$ cat src/rtl/fpgaminer_avmm_work_regs.sv
// Avalon-MM register block that stages a mining work packet for the hash core
// and buffers golden nonces coming back from it.
module fpgaminer_avmm_work_regs #(
  parameter int FIFO_DEPTH = 4,
  parameter bit W1C_ENABLE = 1'b1
) (
  input  logic         clk,
  input  logic         reset,
  input  logic [3:0]   avs_address,
  input  logic         avs_write,
  input  logic [31:0]  avs_writedata,
  input  logic [3:0]   avs_byteenable,
  input  logic         avs_read,
  output logic [31:0]  avs_readdata,
  output logic         work_valid,
  input  logic         work_ready,
  output logic [255:0] work_midstate,
  output logic [95:0]  work_data,
  input  logic         nonce_valid,
  input  logic [31:0]  nonce
);

  localparam int PTR_W = (FIFO_DEPTH > 1) ? $clog2(FIFO_DEPTH) : 1;
  localparam int CNT_W = 5;
  localparam logic [CNT_W-1:0] FULL_CNT = CNT_W'(FIFO_DEPTH);
  localparam logic [3:0] ADDR_CTRL   = 4'd11;
  localparam logic [3:0] ADDR_STATUS = 4'd12;
  localparam logic [3:0] ADDR_POP    = 4'd13;

  logic [31:0]      shadow_reg [0:10];
  logic [31:0]      packet_reg [0:10];
  logic [31:0]      fifo_mem [0:FIFO_DEPTH-1];
  logic [PTR_W-1:0] wr_ptr_reg, rd_ptr_reg;
  logic [CNT_W-1:0] count_reg;
  logic             pending_reg, overflow_reg, commit_err_reg;
  logic [31:0]      readdata_reg, rd_mux, status_word;

  logic commit, accept, load, pop, push, fifo_empty, fifo_full;
  logic ovf_set, cerr_set, status_wr, ovf_clr, cerr_clr;

  assign fifo_empty = (count_reg == '0);
  assign fifo_full  = (count_reg == FULL_CNT);
  assign commit     = avs_write && (avs_address == ADDR_CTRL) && avs_byteenable[0] && avs_writedata[0];
  assign accept     = pending_reg && work_ready;
  // A commit may reload the packet only when the slot is free or being emptied this cycle.
  assign load       = commit && (!pending_reg || accept);
  assign cerr_set   = commit && pending_reg && !work_ready;
  assign pop        = avs_read && (avs_address == ADDR_POP) && !fifo_empty;
  assign push       = nonce_valid && (!fifo_full || pop);
  assign ovf_set    = nonce_valid && fifo_full && !pop;
  assign status_wr  = W1C_ENABLE && avs_write && (avs_address == ADDR_STATUS);
  assign ovf_clr    = status_wr && avs_byteenable[0] && avs_writedata[7];
  assign cerr_clr   = status_wr && avs_byteenable[1] && avs_writedata[8];

  assign status_word = {23'b0, commit_err_reg, overflow_reg, count_reg, !fifo_empty, pending_reg};

  genvar gi;
  generate
    for (gi = 0; gi < 11; gi++) begin : g_word
      always_ff @(posedge clk) begin
        if (reset) begin
          shadow_reg[gi] <= '0;
        end else if (avs_write && (avs_address == 4'(gi))) begin
          for (int b = 0; b < 4; b++) begin
            if (avs_byteenable[b]) shadow_reg[gi][8*b +: 8] <= avs_writedata[8*b +: 8];
          end
        end
      end

      always_ff @(posedge clk) begin
        if (reset) packet_reg[gi] <= '0;
        else if (load) packet_reg[gi] <= shadow_reg[gi];
      end

      if (gi < 8) begin : g_mid
        assign work_midstate[gi*32 +: 32] = packet_reg[gi];
      end else begin : g_dat
        assign work_data[(gi-8)*32 +: 32] = packet_reg[gi];
      end
    end
  endgenerate

  always_ff @(posedge clk) begin
    if (reset) begin
      pending_reg    <= 1'b0;
      overflow_reg   <= 1'b0;
      commit_err_reg <= 1'b0;
    end else begin
      if (load) pending_reg <= 1'b1;
      else if (accept) pending_reg <= 1'b0;
      // Set events take priority over a same-cycle write-1-to-clear.
      overflow_reg   <= ovf_set  || (overflow_reg   && !ovf_clr);
      commit_err_reg <= cerr_set || (commit_err_reg && !cerr_clr);
    end
  end

  always_ff @(posedge clk) begin
    if (push) fifo_mem[wr_ptr_reg] <= nonce;
  end

  always_ff @(posedge clk) begin
    if (reset) begin
      wr_ptr_reg <= '0;
      rd_ptr_reg <= '0;
      count_reg  <= '0;
    end else begin
      if (push) wr_ptr_reg <= wr_ptr_reg + PTR_W'(1);
      if (pop)  rd_ptr_reg <= rd_ptr_reg + PTR_W'(1);
      case ({push, pop})
        2'b10:   count_reg <= count_reg + CNT_W'(1);
        2'b01:   count_reg <= count_reg - CNT_W'(1);
        default: count_reg <= count_reg;
      endcase
    end
  end

  // Read mux sees pre-edge state, so a same-cycle write is not reflected.
  always_comb begin
    rd_mux = '0;
    if (avs_address <= 4'd10) rd_mux = shadow_reg[avs_address];
    else if (avs_address == ADDR_STATUS) rd_mux = status_word;
    else if (avs_address == ADDR_POP && !fifo_empty) rd_mux = fifo_mem[rd_ptr_reg];
  end

  always_ff @(posedge clk) begin
    if (reset) readdata_reg <= '0;
    else if (avs_read) readdata_reg <= rd_mux;
  end

  assign avs_readdata = readdata_reg;
  assign work_valid   = pending_reg;

endmodule

$ cat config.mk
export PLATFORM = sky130hd
export DESIGN_NAME = fpgaminer_avmm_work_regs
export DESIGN_NICKNAME = d
export VERILOG_FILES = /design/src/rtl/fpgaminer_avmm_work_regs.sv
export SDC_FILE = /design/constraint.sdc
export NUM_CORES = 1
export LEC_CHECK = 0
export ABC_CLOCK_PERIOD_IN_PS = 97100
export CAP_MARGIN = 20
export CORE_ASPECT_RATIO = 0.7
export CORE_MARGIN = 2
export CORE_UTILIZATION = 30
export DETAILED_ROUTE_END_ITERATION = 16
export PLACE_DENSITY = 0.52
export SLEW_MARGIN = 20
export SYNTH_ARGS = -nofsm -noshare
export SYNTH_HDL_FRONTEND = slang
export SYNTH_SLANG_ARGS = --single-unit
$ cat constraint.sdc
create_clock -name clk -period 97.1 [get_ports clk]
set_input_delay 19.42 -clock clk [delete_from_list [all_inputs] [get_ports clk]]
set_output_delay 19.42 -clock clk [all_outputs]
set_load 0.02 [all_outputs]
# ---- Yosys cells after proc, flatten, opt, wreduce, memory -nomap -nowiden
# Memories as Yosys holds them, arrays and structs flattened. A register that Yosys moved wholly into a read port is not among the register bits.
# Index checks and enable logic that the tools add are counted.
dict set report totals {
  register_bits 44
  ram_bits 832
  mem_count 3
}
# name depth word_bits read_ports rd_clocked_by_memory_dff wr line_no
set memory_table {}
lappend memory_table {packet_reg 11 32 11 0 11 31} ;# logic [31:0] packet_reg [0:10];
lappend memory_table {shadow_reg 11 32 12 0 11 30} ;# logic [31:0] shadow_reg [0:10];
lappend memory_table {fifo_mem 4 32 1 1 1 32} ;# logic [31:0] fifo_mem [0:FIFO_DEPTH-1];
dict set report classes {
  addsub 4
  order_cmp 1
  eq_ne 16
  mux 206
  bitwise 55
  n_reduce_logical 46
}
# op count
set op_table {}
lappend op_table {{32-bit 2-to-1 mux} 14}
lappend op_table {{8-bit 2-to-1 mux} 44}
lappend op_table {{1-bit 2-to-1 mux} 145}
lappend op_table {{1-bit bitwise OR} 55}
lappend op_table {{1-bit logical AND} 31}
lappend op_table {{4-bit equality test, second input constant} 6}
lappend op_table {{4-bit by 3-bit equality test with 1-bit output, second input constant} 4}
lappend op_table {{5-bit one-hot mux with 2 select lines} 1}
lappend op_table {{4-bit by 2-bit equality test with 1-bit output, second input constant} 2}
lappend op_table {{1-bit zero test} 7}
lappend op_table {{5-bit by 1-bit adder with 5-bit output, second input constant} 1}
lappend op_table {{5-bit by 3-bit equality test with 1-bit output, second input constant} 1}
lappend op_table {{5-bit zero test} 1}
lappend op_table {{5-bit by 1-bit subtractor with 5-bit output, second input constant} 1}
lappend op_table {{2-bit by 1-bit adder with 2-bit output, second input constant} 2}
lappend op_table {{4-bit by 1-bit equality test with 1-bit output, second input constant} 1}
lappend op_table {{4-bit less-or-equal comparator, second input constant} 1}
lappend op_table {{4-bit zero test} 1}
lappend op_table {{1-bit logical OR} 4}
lappend op_table {{2-bit 2-to-1 mux} 2}
lappend op_table {{2-bit nonzero test} 2}
lappend op_table {{2-bit by 1-bit equality test with 1-bit output, second input constant} 1}
lappend op_table {{2-bit equality test, second input constant} 1}

# ---- Longest topological paths before layout
dict set report depth {
  word_depth 9
  depth_mapped 13
  ltp_nobuf 11
}

# ---- Worst setup path before layout
# No wires, ideal clock.
dict set report synth_path {
  path_type {input-to-reg}
  start {input port avs_address[0]}
  end {memory packet_reg[0][0] (enable)}
  setup_ns 1.553
  t_arrival_ns 44.417
  required_time_ns 95.547
  path_slack_ns 51.130
  path_stages 4
  cell_sequence {buf_4 -> and3_1 -> nand4_2 -> o21ai_0}
}
# item line_no
set synth_rtl {}
lappend synth_rtl {{from (decl)} 9} ;# input logic [3:0] avs_address,
lappend synth_rtl {{to (decl)} 31}

==> flow_metrics.py <==
metrics = {
    "die": {
        "rows": 106,
        "initial_core_util_pct": 30.2,
        "die_w_um": 418,
        "die_height_um": 294,
        "core_area_mm2": 0.119,
        "ios": 463,
        "die_area_mm2": 0.123,
    },
    "synth": {
        "synth_nets": 2387,
        "ys_types": 50,
        "synth-edff-count": 832,
        "synthCells": 2302,
        "synth_warnings": 0,
        "synthArstFlopShare_pct": 0,
        "synthFlopType": "edfxtp_1",
        "ys_seq_area_share_pct": 71.9,
        "syn_area_per_cell_um2": 15.7,
        "synth_area_mm2": 0.0361,
        "ys_ff_latch": 878,
    },
    "run_status": {
        "status": "finished, final reports clean",
    },
    "timing": {
        "slew-limit-headroom_pct": 29.0,
        "setup_tns_ns": 0,
        "rsz0062_at_grt": "no",
        "fin_worst_skew_ns": 0.0302,
        "fmax_mhz": 44.2,
        "hold_violations": 0,
        "drv_slew": 0,
        "final.setup.worst_slack_ns": 74.47,
        "worst_slew_pin_slew_ns": 1.06,
        "min_period_ns": 22.63,
        "period_share_pct": 23.3,
        "setup_viol": 0,
    },
    "drt": {
        "wl_mm": 115,
        "routed_via_density": 4.81,
        "drc": 0,
        "wl_per_cell_um": 26.1,
        "route.vias.total": 21104,
        "drtPass1Iterations": 6,
        "drtIter0Drc": 2087,
        "ant_nets": 0,
    },
    "final_layout": {
        "finalNetCount": 2818,
        "drive_gt1_share_pct": 9.96,
        "area_growth_syn_to_layout_pct": 25.6,
        "multi_input_area_mm2": 0.00940,
        "register_area_mm2": 0.0259,
        "final_cell_mix": "832 x edfxtp_1, 705 x and2_1, 458 x clkdlybuf4s50_1, 96 x mux4_2, 95 x clkbuf_16",
        "final_common_cell": "edfxtp_1",
        "n_fill_cell": 11108,
    },
    "pwr": {
        "leakagePower_nw": 15.9,
        "finalPower_w": 0.000864,
        "p_per_area_mw_per_mm2": 19.1,
        "vdd_ir_drop_max_mv": 0.0114,
    },
    "clocking": {
        "cts_sinks": 878,
        "clk_latency_ns": 0.69,
        "root_buffer": "clkbuf_16",
        "holdBufCountCts": 0,
        "clk_path_buf_depth": 3,
        "cts_setup_buffers": 0,
        "cts_tree": "yes",
        "numCtsBuffers": 93,
        "clkTransAtPathRegs_ns": 0.06,
        "cts_resized": 0,
        "h-tree-depth": 3,
    },
    "placed_design": {
        "port_buffers": 462,
        "dp_slack_ns": 73.86,
        "place_hpwl_mm": 83.8,
        "gp_congestion": 0.838,
    },
    "critical_path": {
        "arrival_ns": 22.92,
        "critPathKind": "in2reg",
        "setup.worst_path.start_class": "input port",
        "crit_chain": "clkdlybuf4s50_1, and2b_2, nand4_2, o21ai_4, buf_12, buf_16, buf_4",
        "worst_setup_path_end_kind": "register",
        "ff2ff_setup_slack_ns": 93.88,
        "cpMaxStageDelayCell": "buf_4",
        "cp.required_ns": 97.39,
        "cp_max_fo": 123,
        "critPathMaxStageDelay_ns": 0.87,
    },
    "run": {
        "maxCapViolCount": 0,
    },
    "global_route": {
        "first_global_vias": 21363,
        "grt_pass1_wl_mm": 159,
        "grt_usage_pct": 18.3,
        "grt_max_degree": 186,
        "antenna_found_initial": 11,
        "grt_remaining_overflow": 0,
    },
    "min_path": {
        "hp-class": "reg2reg",
    },
}
## area by class of cell
type,instances,share of cell area (%)
diodes,13,0.0718
clock buffers,122,5.63
clock inverters,50,1.24
inverters,11,0.0912
multi-input cells,1261,20.7
flip-flops and latches,878,57.2
well taps,1566,4.33
repair buffers,488,10.7
## cells by family after synthesis
logic type | after synthesis | share of synthesized area [%]
DFF | 878 | 71.9
adders and majority gates | 7 | 0.243
muxes | 132 | 7.00
buffers and inverters | 163 | 2.13
xor gates and xnor gates | 6 | 0.146
and+or+nand+nor | 925 | 14.9
AOI/OAI and AO/OA | 191 | 3.70
## power breakdown
part | internal [W] | switching [W]
Combinational | 0.0000220 | 0.0000375
Sequential | 0.000430 | 0.00000934
Clock | 0.000212 | 0.000152
## through the flow
step	hold slack, ns	instance area (µm²)	util (%)	cells
2_1_floorplan	0.450	36100	-	2302
3_3_place_gp	0.471	42100	35.3	4203
3_5_place_dp	0.473	42100	35.3	4203
4_1_cts	0.481	45200	37.9	4375
5_1_grt	0.519	45300	37.9	4379
6_report	0.484	45300	37.9	4389
## worst paths after layout
kind         depth (start not counted)      startpoint           endpoint
min reg2reg                          2  commit_err_reg     commit_err_reg
max                                  7  avs_address[2]  packet_reg[0][16]
min                                  2  commit_err_reg     commit_err_reg
max reg2reg                         11    count_reg[0]       count_reg[4]
## critical path: cells and delay by family
family / cells / cell delay (ns)
buffers and inverters: 4 / 2.30
AND/OR/NAND/NOR: 2 / 0.60
AO/OA/AOI/OAI: 1 / 0.27
## synthesized netlist by cell type, types with 15 or more instances
master | number | area [µm²]
clkbuf_1 | 91 | 342
mux4_2 | 96 | 2160
mux2i_1 | 34 | 340
nand2_1 | 76 | 285
a311oi_1 | 30 | 263
a21oi_1 | 15 | 75.1
and2_1 | 705 | 4410
nor2_1 | 92 | 345
edfxtp_1 | 832 | 25000
a21o_1 | 29 | 218
o21ai_0 | 42 | 210
a22oi_1 | 62 | 465
clkbuf_2 | 28 | 140
dfxtp_1 | 46 | 921
## per-layer routing
layer | vias to the layer above | wire length (µm) | GRT usage (%)
met5 | - | 73 | 0
met3 | 148 | 8740 | 4.43
met4 | 10 | 2690 | 4.89
met1 | 10869 | 51100 | 25.9
li1 | 9312 | - | -
met2 | 765 | 51900 | 28.0
(Power assumes the default switching activity.)
